File: src/rtl/ecp5_phase_stepper_if.sv
// rtl/ecp5_phase_stepper_if.sv - request handshake bundle for ecp5_phase_stepper
//
// Purpose: carries one "shift PLL output N by S signed fine steps" request.
// Signals:
//   req_valid  master->slave  request present
//   req_ready  slave->master  stepper can accept a request
//   req_sel    master->slave  PLL output index 0..3
//   req_steps  master->slave  signed step count (positive = delay, negative = advance)
interface ecp5_phase_stepper_if #(
  parameter int STEP_W = 8
);
  logic              req_valid;
  logic              req_ready;
  logic [1:0]        req_sel;
  logic [STEP_W-1:0] req_steps;

  modport master (
    output req_valid,
    output req_sel,
    output req_steps,
    input  req_ready
  );

  modport slave (
    input  req_valid,
    input  req_sel,
    input  req_steps,
    output req_ready
  );
endinterface

File: src/rtl/ecp5_phase_stepper.sv
// rtl/ecp5_phase_stepper.sv - ECP5 PLL dynamic phase-adjust sequencer
//
// Purpose: accepts a signed fine-step request and drives the ecp5pll
// phasesel/phasedir/phasestep/phaseloadreg inputs with correctly timed
// phasestep pulses, then emits a one-cycle done pulse.
//
// Optional feature macro: ECP5_PHASE_STEPPER_TRACK_EN
//   When defined, four signed STEP_W+4 bit accumulators phase_acc0..3 track
//   the net number of steps applied to each PLL output.
//
// Ports:
//   clk_i         system clock
//   reset_n       asynchronous active-low reset
//   locked        PLL lock indication; GAP timing freezes while low
//   req           request handshake (slave side of ecp5_phase_stepper_if)
//   busy          sequence in progress (SETUP/PULSE/GAP/DONE)
//   done          one-cycle completion pulse
//   phasesel      PLL output select, stable while busy
//   phasedir      0 = delay, 1 = advance, stable while busy
//   phasestep     active-high step pulse to the PLL
//   phaseloadreg  held low (registered)
//   phase_acc0..3 per-output step accumulators (TRACK_EN only)
module ecp5_phase_stepper #(
  parameter int STEP_W       = 8,
  parameter int SETUP_CYCLES = 2,
  parameter int PULSE_CYCLES = 4,
  parameter int GAP_CYCLES   = 4
) (
  input  logic                     clk_i,
  input  logic                     reset_n,
  input  logic                     locked,
  ecp5_phase_stepper_if.slave      req,
  output logic                     busy,
  output logic                     done,
  output logic [1:0]               phasesel,
  output logic                     phasedir,
  output logic                     phasestep,
  output logic                     phaseloadreg
`ifdef ECP5_PHASE_STEPPER_TRACK_EN
  ,
  output logic signed [STEP_W+3:0] phase_acc0,
  output logic signed [STEP_W+3:0] phase_acc1,
  output logic signed [STEP_W+3:0] phase_acc2,
  output logic signed [STEP_W+3:0] phase_acc3
`endif
);

  localparam int MAX_A   = (SETUP_CYCLES > PULSE_CYCLES) ? SETUP_CYCLES : PULSE_CYCLES;
  localparam int MAX_CYC = (MAX_A > GAP_CYCLES) ? MAX_A : GAP_CYCLES;
  localparam int CNT_W   = $clog2(MAX_CYC + 1);

  localparam logic [CNT_W-1:0] SETUP_LAST = CNT_W'(SETUP_CYCLES - 1);
  localparam logic [CNT_W-1:0] PULSE_LAST = CNT_W'(PULSE_CYCLES - 1);
  localparam logic [CNT_W-1:0] GAP_LAST   = CNT_W'(GAP_CYCLES - 1);

  typedef enum logic [2:0] {
    IDLE,
    SETUP,
    PULSE,
    GAP,
    DONE
  } state_t;

  state_t            state_q, state_d;
  logic [CNT_W-1:0]  cnt_q, cnt_d;
  logic [STEP_W-1:0] rem_q, rem_d;
  logic [1:0]        sel_q, sel_d;
  logic              dir_q, dir_d;
  logic              busy_q, done_q, step_q, loadreg_q;

  logic              accept;
  logic [STEP_W-1:0] req_mag;

  // Two's-complement magnitude in STEP_W unsigned bits: the most negative
  // value maps onto 2^(STEP_W-1), which still fits without overflow.
  assign req_mag = req.req_steps[STEP_W-1] ? ((~req.req_steps) + STEP_W'(1))
                                           : req.req_steps;

  assign req.req_ready = (state_q == IDLE) && locked && reset_n;
  assign accept        = req.req_valid && req.req_ready;

  always_comb begin
    state_d = state_q;
    cnt_d   = cnt_q;
    rem_d   = rem_q;
    sel_d   = sel_q;
    dir_d   = dir_q;
    case (state_q)
      IDLE: begin
        if (accept) begin
          sel_d   = req.req_sel;
          dir_d   = req.req_steps[STEP_W-1];
          rem_d   = req_mag;
          cnt_d   = '0;
          state_d = (req_mag == '0) ? DONE : SETUP;
        end
      end
      SETUP: begin
        if (cnt_q == SETUP_LAST) begin
          cnt_d   = '0;
          state_d = PULSE;
        end else begin
          cnt_d = cnt_q + CNT_W'(1);
        end
      end
      PULSE: begin
        // A started pulse always runs to full width, locked or not.
        if (cnt_q == PULSE_LAST) begin
          cnt_d   = '0;
          rem_d   = rem_q - STEP_W'(1);
          state_d = GAP;
        end else begin
          cnt_d = cnt_q + CNT_W'(1);
        end
      end
      GAP: begin
        // Gap time only counts while the PLL is locked.
        if (locked) begin
          if (cnt_q == GAP_LAST) begin
            cnt_d   = '0;
            state_d = (rem_q == '0) ? DONE : PULSE;
          end else begin
            cnt_d = cnt_q + CNT_W'(1);
          end
        end
      end
      DONE: begin
        state_d = IDLE;
      end
      default: begin
        state_d = IDLE;
      end
    endcase
  end

  always_ff @(posedge clk_i or negedge reset_n) begin
    if (!reset_n) begin
      state_q   <= IDLE;
      cnt_q     <= '0;
      rem_q     <= '0;
      sel_q     <= '0;
      dir_q     <= 1'b0;
      busy_q    <= 1'b0;
      done_q    <= 1'b0;
      step_q    <= 1'b0;
      loadreg_q <= 1'b0;
    end else begin
      state_q   <= state_d;
      cnt_q     <= cnt_d;
      rem_q     <= rem_d;
      sel_q     <= sel_d;
      dir_q     <= dir_d;
      busy_q    <= (state_d != IDLE);
      done_q    <= (state_d == DONE);
      step_q    <= (state_d == PULSE);
      loadreg_q <= 1'b0;
    end
  end

  assign busy         = busy_q;
  assign done         = done_q;
  assign phasesel     = sel_q;
  assign phasedir     = dir_q;
  assign phasestep    = step_q;
  assign phaseloadreg = loadreg_q;

`ifdef ECP5_PHASE_STEPPER_TRACK_EN
  localparam int ACC_W = STEP_W + 4;

  logic [ACC_W-1:0] acc_q [4];
  logic             pulse_entry;

  // sel_q/dir_q are already the captured request values on every PULSE entry.
  assign pulse_entry = (state_q != PULSE) && (state_d == PULSE);

  always_ff @(posedge clk_i or negedge reset_n) begin
    if (!reset_n) begin
      for (int i = 0; i < 4; i++) begin
        acc_q[i] <= '0;
      end
    end else if (pulse_entry) begin
      acc_q[sel_q] <= dir_q ? (acc_q[sel_q] - ACC_W'(1))
                            : (acc_q[sel_q] + ACC_W'(1));
    end
  end

  assign phase_acc0 = acc_q[0];
  assign phase_acc1 = acc_q[1];
  assign phase_acc2 = acc_q[2];
  assign phase_acc3 = acc_q[3];
`endif

endmodule
File: src/flat_wrapper.sv
// flat-port wrapper written by rule: the top's interface ports become plain ports
module ecp5_phase_stepper_flat 
#(
  parameter int STEP_W       = 8,
  parameter int SETUP_CYCLES = 2,
  parameter int PULSE_CYCLES = 4,
  parameter int GAP_CYCLES   = 4
)
  (clk_i, reset_n, locked, busy, done, phasesel, phasedir, phasestep, phaseloadreg, req_req_valid, req_req_sel, req_req_steps, req_req_ready);
  ecp5_phase_stepper_if #(.STEP_W(STEP_W)) req_i ();
  input  logic clk_i;
  input  logic reset_n;
  input  logic locked;
  output logic busy;
  output logic done;
  output logic [1:0] phasesel;
  output logic phasedir;
  output logic phasestep;
  output logic phaseloadreg;
  input wire logic [$bits(req_i.req_valid)-1:0] req_req_valid;
  input wire logic [$bits(req_i.req_sel)-1:0] req_req_sel;
  input wire logic [$bits(req_i.req_steps)-1:0] req_req_steps;
  output wire logic [$bits(req_i.req_ready)-1:0] req_req_ready;
  assign req_i.req_valid = req_req_valid;
  assign req_i.req_sel = req_req_sel;
  assign req_i.req_steps = req_req_steps;
  assign req_req_ready = req_i.req_ready;
  ecp5_phase_stepper #(.STEP_W(STEP_W), .SETUP_CYCLES(SETUP_CYCLES), .PULSE_CYCLES(PULSE_CYCLES), .GAP_CYCLES(GAP_CYCLES)) u_core (.clk_i(clk_i), .reset_n(reset_n), .locked(locked), .req(req_i), .busy(busy), .done(done), .phasesel(phasesel), .phasedir(phasedir), .phasestep(phasestep), .phaseloadreg(phaseloadreg));
endmodule
File: config.mk
export PLATFORM = sky130hd
export DESIGN_NAME = ecp5_phase_stepper_flat
export DESIGN_NICKNAME = d
export VERILOG_FILES = /design/src/rtl/ecp5_phase_stepper_if.sv /design/src/rtl/ecp5_phase_stepper.sv /design/src/flat_wrapper.sv
export SDC_FILE = /design/constraint.sdc
export NUM_CORES = 1
export LEC_CHECK = 0
export ABC_AREA = 1
export ABC_CLOCK_PERIOD_IN_PS = 2080
export CAP_MARGIN = 20
export CORE_AREA = 3 3 55 57
export CTS_CLUSTER_DIAMETER = 200
export CTS_CLUSTER_SIZE = 30
export DETAILED_ROUTE_END_ITERATION = 7
export DIE_AREA = 0 0 58 60
export PLACE_DENSITY = 0.76
export SKIP_LAST_GASP = 1
export SLEW_MARGIN = 20
export SYNTH_ARGS = -nofsm -noshare
export SYNTH_HDL_FRONTEND = slang
export SYNTH_SLANG_ARGS = --single-unit
File: constraint.sdc
create_clock -name clk_i -period 2.08 [get_ports clk_i]
set_clock_uncertainty 0.2 [all_clocks]
set_input_delay 0.416 -clock clk_i [delete_from_list [all_inputs] [get_ports clk_i]]
set_output_delay 0.416 -clock clk_i [all_outputs]
set_load 0.01 [all_outputs]
==> results.cfg <==
[die]
fp-row-count = 18
core_area_mm2 = 0.00252
dieHeight_um = 60
dieArea_mm2 = 0.00348
start_util = 0.527
ios = 22
die_w_um = 58

[finish]
syn_to_final_growth_pct = 29.5
drive_gt1_frac = 0.146
nets = 247
num_antenna_cells = 0
fill_cells = 212

[clock_network]
cts_num_sinks = 20
post_cts_buffers = 0
ctsHoldBuffers = 0
cts_buffers = 3
cts-root-buf = clkbuf_4
clock_path_buffers = 2
cts.reportedPaths.clkPinSlew_ns = 0.12
clkLatencyLatePin_ns = 0.30
cts_tree = yes
htree_levels = 1

[placed_design]
dp_hpwl_um = 2510
numPortBuffers = 20
gp_congestion = 0.907
pre_cts_slack_ns = -0.239

[sta]
fin_crit_ns = 1.99
hold_viol = 20
tns_ns = 0
final.period_utilization = 0.958
final-setup-viol-count = 0
fmax_mhz = 502
fin_ws_ns = 0.0865
maxSlewViolCount = 0
hold-worst-slack_ns = -0.0232
rsz0062_at_grt = true

[detailed_routing]
wirelength_um = 3270
drc_errors = 0
via_count = 1343
via_per_inst = 5.25
ant_nets = 0
dr.first_iter.drc_count = 64
wl_per_cell_um = 12.8
firstDrtPassIters = 5

[worst_setup_path]
cp_max_fo = 3
reg2reg_depth = 9
cp.arrival_ns = 1.38
worstSetupEndpointType = primary output
required_ns = 1.46
worstSetupStartpointType = flop
r2r_start = u_core.rem_q[0]
reg2reg_slack_ns = 0.27
path_class = flop to primary output
r2r_end = u_core.phasestep

[yosys]
synth_area_leader_cell = dfrtp_1
synth_nets = 209
synth_cell_types = 29
ys_top_cells_by_area = dfrtp_1, nand2_1, inv_1
yosysSeqAreaShare = 0.376
avgSynthCellArea_um2 = 7.04
synth_top_area_frac = 0.376
synth.cell_area_mm2 = 0.00133
syn_inst = 189
yosys_warnings = 0
synth-seq-cells = 20

[global_routing]
grt_pass1_wl_um = 5530
antenna_found_initial = 0
grt_pass1_vias = 1351
grtUsageTotal = 0.205
grt_overflow_total = 0
grt_max_degree = 21

[hold_path]
hp-class = input port to async pin

[outcome]
violations = negative hold slack
outcome = finished, violations left

[power_and_ir_drop]
p_total_mw = 1.92
ir_worst_vdd_v = 0.000869
powerDensity_mw_per_mm2 = 1110
p_leak_nw = 0.897

[run]
cap_violations = 0
cell usage in the layout (no fill, tap or decap), drive strengths merged, types with 2 or more instances in the layout:
cell type / n
nor2: 18
xnor2: 2
o211ai: 2
nand3b: 3
buf: 18
inv: 32
dfrtp: 20
nand3: 11
nor3: 3
ha: 6
clkbuf: 4
a21oi: 5
o22ai: 2
o21ai: 20
clkdlybuf4s50: 18
nand2: 54
critical path, stage by stage, from the launching register on:
cell	delay, ns
dfrtp_1	0.43
nor2_2	0.17
nand2_1	0.11
nor2_4	0.09
dlygate4sd2_1	0.27
cells in the mapped netlist:
cell	n
dfrtp_1	20
nor3_1	3
nand2_4	1
conb_1	1
a31o_2	1
clkbuf_1	1
nand3b_1	3
inv_1	32
nand2_1	52
ha_1	6
o211ai_1	2
buf_2	2
o21ai_1	6
o21ai_2	1
xnor2_1	2
nand3_1	11
nor4_1	1
a21oi_1	5
nor2_4	1
o21ai_0	13
nand4_1	1
a31oi_2	1
o22ai_1	2
nand2_2	1
nor2_1	16
buf_6	1
o31ai_1	1
nor2_2	1
buf_4	1
registers in the layout, summed over array words and instances, names as in the netlist:
register / count
u_core.rem_q: 8
u_core.phasesel: 2
u_core.cnt_q: 3
u_core.done: 1
u_core.state_q: 3
u_core.busy: 1
u_core.phasestep: 1
u_core.phasedir: 1
routing by layer:
metal	track usage	vias to the layer above	wire [um]
met1	0.241	624	1410
met5	0	-	0
met2	0.369	39	1690
met4	0.0993	0	64
li1	-	674	-
met3	0.0238	6	117
power by group:
group	total, mW	leakage [nW]	internal, mW	switching [mW]
clock network	0.232	0.0210	0.107	0.125
registers	0.663	0.250	0.548	0.115
logic	1.03	0.626	0.442	0.583
cells by family (layout without fill, tap and decap cells):
family          count (synthesis)  after routing  synth area share
simple gates                   91             91             0.297
compound gates                 32             32             0.139
flops                          20             20             0.376
other cells                     1              1           0.00282
fa+ha+maj                       6              6            0.0564
xor+xnor                        2              2            0.0132
buf+inv                        37             74             0.115
repair_timing:
| item | CTS | global route |
|---|---|---|
| resized for setup | 1 | 5 |
| setup endpoints to repair | 1 | 6 |
| pin swaps | 0 | 3 |
cell type report:
cell class / instances / area [um^2] / share of cell area
multi-input cells: 132 / 692 / 0.402
flip-flops and latches: 20 / 500 / 0.290
repair buffers: 38 / 337 / 0.195
inverters: 32 / 120 / 0.0697
well taps: 30 / 37.5 / 0.0218
clock buffers: 4 / 36.3 / 0.0211
through the flow:
stage	instances	util	hold WS, ns	instance area [um^2]
after CTS	256	0.676	0.311	1710
after detailed placement	252	0.662	0.272	1670
after global placement	252	0.662	0.265	1670
final	256	0.683	-0.0232	1720
after global routing	256	0.683	0.0127	1720
after floorplan	189	-	-0.0796	1330
how the worst max path moves through the flow:
stage | startpoint | to | slack (ns) | depth (start not counted)
floorplan | req_req_steps[0] | u_core.phasestep | 0.44 | 12
global placement | reset_n | req_req_ready | -0.25 | 4
detailed placement | reset_n | req_req_ready | -0.24 | 4
CTS | reset_n | req_req_ready | 0.02 | 4
global route | req_req_steps[1] | u_core.phasestep | -0.02 | 14
finish | u_core.state_q[0] | req_req_ready | 0.09 | 4
(Power assumes the default switching activity.)
